## src/rtl/uart_pattern_detect_if.sv

```systemverilog
// uart_pattern_detect_if: byte stream in, window/match status out
interface uart_pattern_detect_if #(
  parameter int LEN = 6,
  parameter int CNT_W = 16
);
  logic en;
  logic [7:0] data;
  logic clr_count;
  logic [8*LEN-1:0] buffer;
  logic [$clog2(LEN+1)-1:0] fill;
  logic match;
  logic do_reset;
  logic [CNT_W-1:0] match_count;
  modport master (output en, data, clr_count, input buffer, fill, match, do_reset, match_count);
  modport slave (input en, data, clr_count, output buffer, fill, match, do_reset, match_count);
endinterface

```

## src/rtl/uart_pattern_detect.sv

```systemverilog
// uart_pattern_detect: byte-window pattern matcher with idle timeout, stretched reset request and saturating match count
module uart_pattern_detect #(
  parameter int LEN = 6,
  parameter logic [8*LEN-1:0] PATTERN = "Incorr",
  parameter bit CASE_FOLD = 1'b0,
  parameter int TIMEOUT = 0,
  parameter int RESET_CYCLES = 1,
  parameter int CNT_W = 16
) (
  input logic clk,
  input logic rst_n,
  uart_pattern_detect_if.slave bus
);
  localparam int FW = $clog2(LEN + 1);
  localparam int TW = TIMEOUT > 1 ? $clog2(TIMEOUT) : 1;
  localparam int SW = $clog2(RESET_CYCLES + 1);
  logic [8*LEN-1:0] r_buf, w_next;
  logic [FW-1:0] r_fill;
  logic [TW-1:0] r_idle;
  logic [SW-1:0] r_str;
  logic [CNT_W-1:0] r_cnt;
  logic r_match;
  logic [LEN-1:0] w_eq;
  logic w_hit, w_to;
  function automatic logic [7:0] fold(input logic [7:0] b);
    return (CASE_FOLD && b >= 8'd65 && b <= 8'd90) ? (b | 8'h20) : b;
  endfunction
  if (LEN == 1) begin : g_one
    assign w_next = bus.data;
  end else begin : g_shift
    assign w_next = {r_buf[8*LEN-9:0], bus.data};
  end
  // compare against the window as it will be after this byte lands
  for (genvar i = 0; i < LEN; i++) begin : g_cmp
    assign w_eq[i] = fold(w_next[8*i +: 8]) == fold(PATTERN[8*i +: 8]);
  end
  assign w_hit = bus.en && (int'(r_fill) + 1 >= LEN) && (&w_eq);
  assign w_to = (TIMEOUT > 0) && !bus.en && (r_fill != '0) && (int'(r_idle) == TIMEOUT - 1);
  always_ff @(posedge clk or negedge rst_n)
    if (!rst_n) begin
      r_buf <= '0;
      r_fill <= '0;
      r_idle <= '0;
      r_match <= 1'b0;
      r_str <= '0;
      r_cnt <= '0;
    end else begin
      r_buf <= bus.en ? w_next : w_to ? '0 : r_buf;
      r_fill <= bus.en ? ((r_fill == FW'(LEN)) ? r_fill : r_fill + 1'b1) : w_to ? '0 : r_fill;
      r_idle <= (bus.en || w_to || r_fill == '0 || TIMEOUT == 0) ? '0 : r_idle + 1'b1;
      r_match <= w_hit;
      r_str <= w_hit ? SW'(RESET_CYCLES) : (r_str != '0) ? r_str - 1'b1 : r_str;
      r_cnt <= bus.clr_count ? '0 : (w_hit && r_cnt != '1) ? r_cnt + 1'b1 : r_cnt;
    end
  assign bus.buffer = r_buf;
  assign bus.fill = r_fill;
  assign bus.match = r_match;
  assign bus.do_reset = r_str != '0;
  assign bus.match_count = r_cnt;
endmodule
```

## src/flat_wrapper.sv

```systemverilog
// flat-port wrapper written by rule: the top's interface ports become plain ports
module uart_pattern_detect_flat 
#(
  parameter int LEN = 6,
  parameter logic [8*LEN-1:0] PATTERN = "      ",
  parameter bit CASE_FOLD = 1'b0,
  parameter int TIMEOUT = 0,
  parameter int RESET_CYCLES = 1,
  parameter int CNT_W = 16
)
  (clk, rst_n, bus_en, bus_data, bus_clr_count, bus_buffer, bus_fill, bus_match, bus_do_reset, bus_match_count);
  uart_pattern_detect_if #(.LEN(LEN), .CNT_W(CNT_W)) bus_i ();
  input logic clk;
  input logic rst_n;
  input wire logic [$bits(bus_i.en)-1:0] bus_en;
  input wire logic [$bits(bus_i.data)-1:0] bus_data;
  input wire logic [$bits(bus_i.clr_count)-1:0] bus_clr_count;
  output wire logic [$bits(bus_i.buffer)-1:0] bus_buffer;
  output wire logic [$bits(bus_i.fill)-1:0] bus_fill;
  output wire logic [$bits(bus_i.match)-1:0] bus_match;
  output wire logic [$bits(bus_i.do_reset)-1:0] bus_do_reset;
  output wire logic [$bits(bus_i.match_count)-1:0] bus_match_count;
  assign bus_i.en = bus_en;
  assign bus_i.data = bus_data;
  assign bus_i.clr_count = bus_clr_count;
  assign bus_buffer = bus_i.buffer;
  assign bus_fill = bus_i.fill;
  assign bus_match = bus_i.match;
  assign bus_do_reset = bus_i.do_reset;
  assign bus_match_count = bus_i.match_count;
  uart_pattern_detect #(.LEN(LEN), .PATTERN(PATTERN), .CASE_FOLD(CASE_FOLD), .TIMEOUT(TIMEOUT), .RESET_CYCLES(RESET_CYCLES), .CNT_W(CNT_W)) u_core (.clk(clk), .rst_n(rst_n), .bus(bus_i));
endmodule
```

## config.mk

```make
export PLATFORM = sky130hd
export DESIGN_NAME = uart_pattern_detect_flat
export DESIGN_NICKNAME = d
export VERILOG_FILES = /design/src/rtl/uart_pattern_detect_if.sv /design/src/rtl/uart_pattern_detect.sv /design/src/flat_wrapper.sv
export SDC_FILE = /design/constraint.sdc
export NUM_CORES = 1
export LEC_CHECK = 0
export ABC_AREA = 1
export BUFFER_PORTS_ARGS = -buffer_cell sky130_fd_sc_hd__buf_2
export CORE_MARGIN = 4
export CORE_UTILIZATION = 42
export DETAILED_ROUTE_END_ITERATION = 8
export PLACE_DENSITY_LB_ADDON = 0.15
export SYNTH_ARGS = -nofsm -noshare
export SYNTH_HDL_FRONTEND = slang
export SYNTH_SLANG_ARGS = --single-unit
```

## constraint.sdc

```tcl
create_clock -name clk -period 2.4 [get_ports clk]
set_clock_uncertainty 0.05 [all_clocks]
set_input_delay 0.48 -clock clk [delete_from_list [all_inputs] [get_ports clk]]
set_output_delay 0.48 -clock clk [all_outputs]
set_load 0.005 [all_outputs]
```

==> metrics.md <==
| Metric | Value |
|---|---|
| Worst Reg2Reg Path Length in Cells | 10 |
| Quantity of I/O buffers inserted on ports | 80 |
| Top-Level Pins | slightly above 80 |
| Number of rows created at floorplan | 32 |
| Total power after layout | 2.92 mW |
| Initial antenna violation count | 0 |
| Type of the worst setup path | register to register |
| Share of layout cells above drive strength 1 | 0.221 |
| Number of resized instances in the post-cts repair step | 0 |
| Most used standard cell by instance count after synthesis | sky130_fd_sc_hd__nand2_1 |
| Maximum Capacitance Violations | 0 |
| Mean number of vias per cell | 4.92 |
| Post-synthesis net count | 456 |
| Leading cell types by count after synthesis | sky130_fd_sc_hd__nand2_1 (123), sky130_fd_sc_hd__dfrtp_1 (68), sky130_fd_sc_hd__inv_1 (56) |
| Synth warn | 0 |
| Maximum number of pins on one net before global-route repair | 69 |
| Initial DRT Pass Iterations | 4 |
| Multi-input gate area in the final layout | 1410 um2 |
| Post-synth EDFFs | 0 |
| Critical Path RT | 2.59 ns |
| Seq cells post-synth | 68 |
| Share of the synthesized area in the top cell type | 0.497 |
| Headroom to the max-slew limit | 0.633 |
| Utilization after layout | 0.527 |
| Routability-driven placement congestion ratio | ~0.83 |
| Clock-pin slew on the worst setup and hold paths | 0.08 ns |
| Hold violation count in the final report | 0 |
| Layout overhead on the synthesized area | 20.8% |
| Final worst path period need | between 1.5 and 2 ns |
| Outcome | finished, final reports clean |
| Insertion delay to the later sink of the worst-skew pair | 0.35 ns |
| Per-instance average area after synthesis | 7.79 um2 |
| Capturing element type of the critical path | register |
| Core ar. | 7850 um2 |
| Initial standard-cell utilization of the core | 0.437 |
| Nets | between 500 and 600 |
| Remaining global-route overflow | 0 |
| Crit path DAT | 2.14 ns |
| Final antenna-violating net count | 0 |
| Register cell area after layout | 1700 um2 |
| Maximum frequency from static timing analysis | 0.511 GHz |
| Number of clock sinks | 68 |
| Overall routing resource usage | 0.179 |
| DR WL/cell | around 13 um |
| Tcrit/Tclk final | 0.815 |
| Part of the Yosys area used for sequential elements | 0.497 |
| Routed vias | 3083 |
| Critical path launch point type | register |
| TritonCTS clock tree | built |
| Post-detailed-placement half-perimeter wirelength | about 5900 um |
| Setup violation total in the final timing report | 0 |
| Unrepaired setup endpoints after global routing | false |
| # Post-CTS Setup Buffers | 0 |
| Wirelength, routed | ~8300 um |
| Transition at the pin with the smallest max-transition slack | 0.550 ns |
| Die boundary width | 98.3 um |
| Number of global-route vias before repair | 2943 |
| Residual DRC count | 0 |
| Maximum VDD drop | 0.323 mV |
| Global-route wire length before repair | 14100 um |
| Fill cell total of the finished layout | roughly 800 |
| Static leakage power | 2.23 nW |
| Top cell type by total area after synthesis | sky130_fd_sc_hd__dfrtp_1 |
| H-tree depth reported by CTS | 3 |
| Final slew viol count | 0 |
| Cells after synthesis | 440 |
| Power per unit of standard cell area | 706 nW/um2 |
| Number of buffers between clock root and the deepest sink | 2 |
| DIE HEIGHT | 98.3 um |
| Worst hold-check slack | 0.0815 ns |
| Class of the tightest hold or removal check | primary input to async pin |
| Summed instance area of the synthesized netlist | 3430 um2 |
| Die Footprint | 9670 um2 |
| Diodes inserted | 0 |
| Maximum fanout along the worst path | 16 |
| Synth Flop Type | sky130_fd_sc_hd__dfrtp_1 |
| Iter 0 DRT Violations | about 150 |
| Cell at the root of the clock tree | sky130_fd_sc_hd__clkbuf_8 |
| Distinct cell type count after synthesis | 28 |
| Clock buffers created by TritonCTS | 9 |
| Placed instance count | 611 |
| Post-Route Setup TNS | 0 ns |
| Synth async-reset ratio | 1.00 |
| CTS Hold Buffers Added | 0 |
| Number of standard cells in the layout, taps in and fillers out | 627 |
| Most area-consuming cells after synthesis | sky130_fd_sc_hd__dfrtp_1 (50%), sky130_fd_sc_hd__nand2_1 (13%), sky130_fd_sc_hd__o21ai_0 (6.4%) |
==> worst paths after layout <==
kind / from / endpoint / slack (ns)
max: u_core.bus.fill[0] / u_core.bus.match_count[5] / 0.44
min: rst_n / u_core.bus.buffer[47] / 0.08
min reg2reg: u_core.bus.buffer[46] / u_core.bus.buffer[46] / 0.43
min in group clk: bus_data[4] / u_core.bus.buffer[4] / 0.30
max reg2reg: u_core.bus.fill[0] / u_core.bus.match_count[5] / 0.44
max in group asynchronous: rst_n / u_core.bus.buffer[12] / 1.91
==> report_power, final <==
group / switching [mW] / leakage (nW) / internal, mW
registers: 0.118 / 0.879 / 1.27
clock network: 0.463 / 0.102 / 0.538
logic: 0.312 / 1.25 / 0.216
==> state kept, by name, indices dropped and copies added, names as in the netlist <==
| register | flops |
|---|---|
| u_core.bus.buffer | 48 |
| u_core.bus.fill | 3 |
| u_core.bus.match | 1 |
| u_core.bus.match_count | 16 |
==> critical path, stage by stage (launching register included) <==
cell                      delay [ns]
sky130_fd_sc_hd__dfrtp_1        0.45
sky130_fd_sc_hd__inv_1          0.07
sky130_fd_sc_hd__ha_1           0.30
sky130_fd_sc_hd__nand2_1        0.07
sky130_fd_sc_hd__nand3_1        0.06
sky130_fd_sc_hd__nand2_1        0.13
sky130_fd_sc_hd__nand3_1        0.10
sky130_fd_sc_hd__nor2_1         0.18
sky130_fd_sc_hd__nand3_4        0.23
sky130_fd_sc_hd__nand3_1        0.14
sky130_fd_sc_hd__nand2_1        0.06
==> logic make-up (layout without fill, tap and decap cells) <==
kind of cell               after synthesis  after routing  synth area share
AOI/OAI and AO/OA                       50             50            0.0760
and+or+nand+nor                        231            231             0.300
adders and majority gates                4              4            0.0146
buffers and inverters                   79            164            0.0924
xor gates and xnor gates                 8              8            0.0205
DFF                                     68             68             0.497
==> layout by cell type (no fill, tap or decap), types with 3 or more instances in the layout <==
master                     Yosys  layout
sky130_fd_sc_hd__buf_2         3      80
sky130_fd_sc_hd__inv_1        56      56
sky130_fd_sc_hd__xor2_1        7       7
sky130_fd_sc_hd__dfrtp_1      68      68
sky130_fd_sc_hd__clkbuf_8      0      11
sky130_fd_sc_hd__o21bai_1      3       3
sky130_fd_sc_hd__nand4_1      24      24
sky130_fd_sc_hd__buf_4         1       5
sky130_fd_sc_hd__nand2_1     123     123
sky130_fd_sc_hd__ha_1          4       4
sky130_fd_sc_hd__inv_2         5       5
sky130_fd_sc_hd__nor2_1       45      45
sky130_fd_sc_hd__nand3_1      28      28
sky130_fd_sc_hd__o21ai_0      44      44
==> routing by layer <==
metal,vias to the layer above,global-route usage,share of wire
met4,0,0.0641,0.017
met5,-,0,0
met3,12,0.0393,0.058
met2,85,0.277,0.45
met1,1430,0.246,0.48
li1,1556,-,-
==> area by class of cell <==
class	count	area share
multi-input cells	293	0.340
clock buffers	11	0.0366
repair buffers	86	0.111
clock inverters	5	0.0142
well taps	102	0.0308
inverters	62	0.0565
flip-flops and latches	68	0.411
==> per-stage QoR <==
step	setup slack (ns)	instance area, um2
floorplan	0.649	3430
global placement	0.456	3930
detailed placement	0.432	3930
CTS	0.413	4140
global route	0.224	4140
finish	0.444	4140
Power figures use the tool's default switching activity.
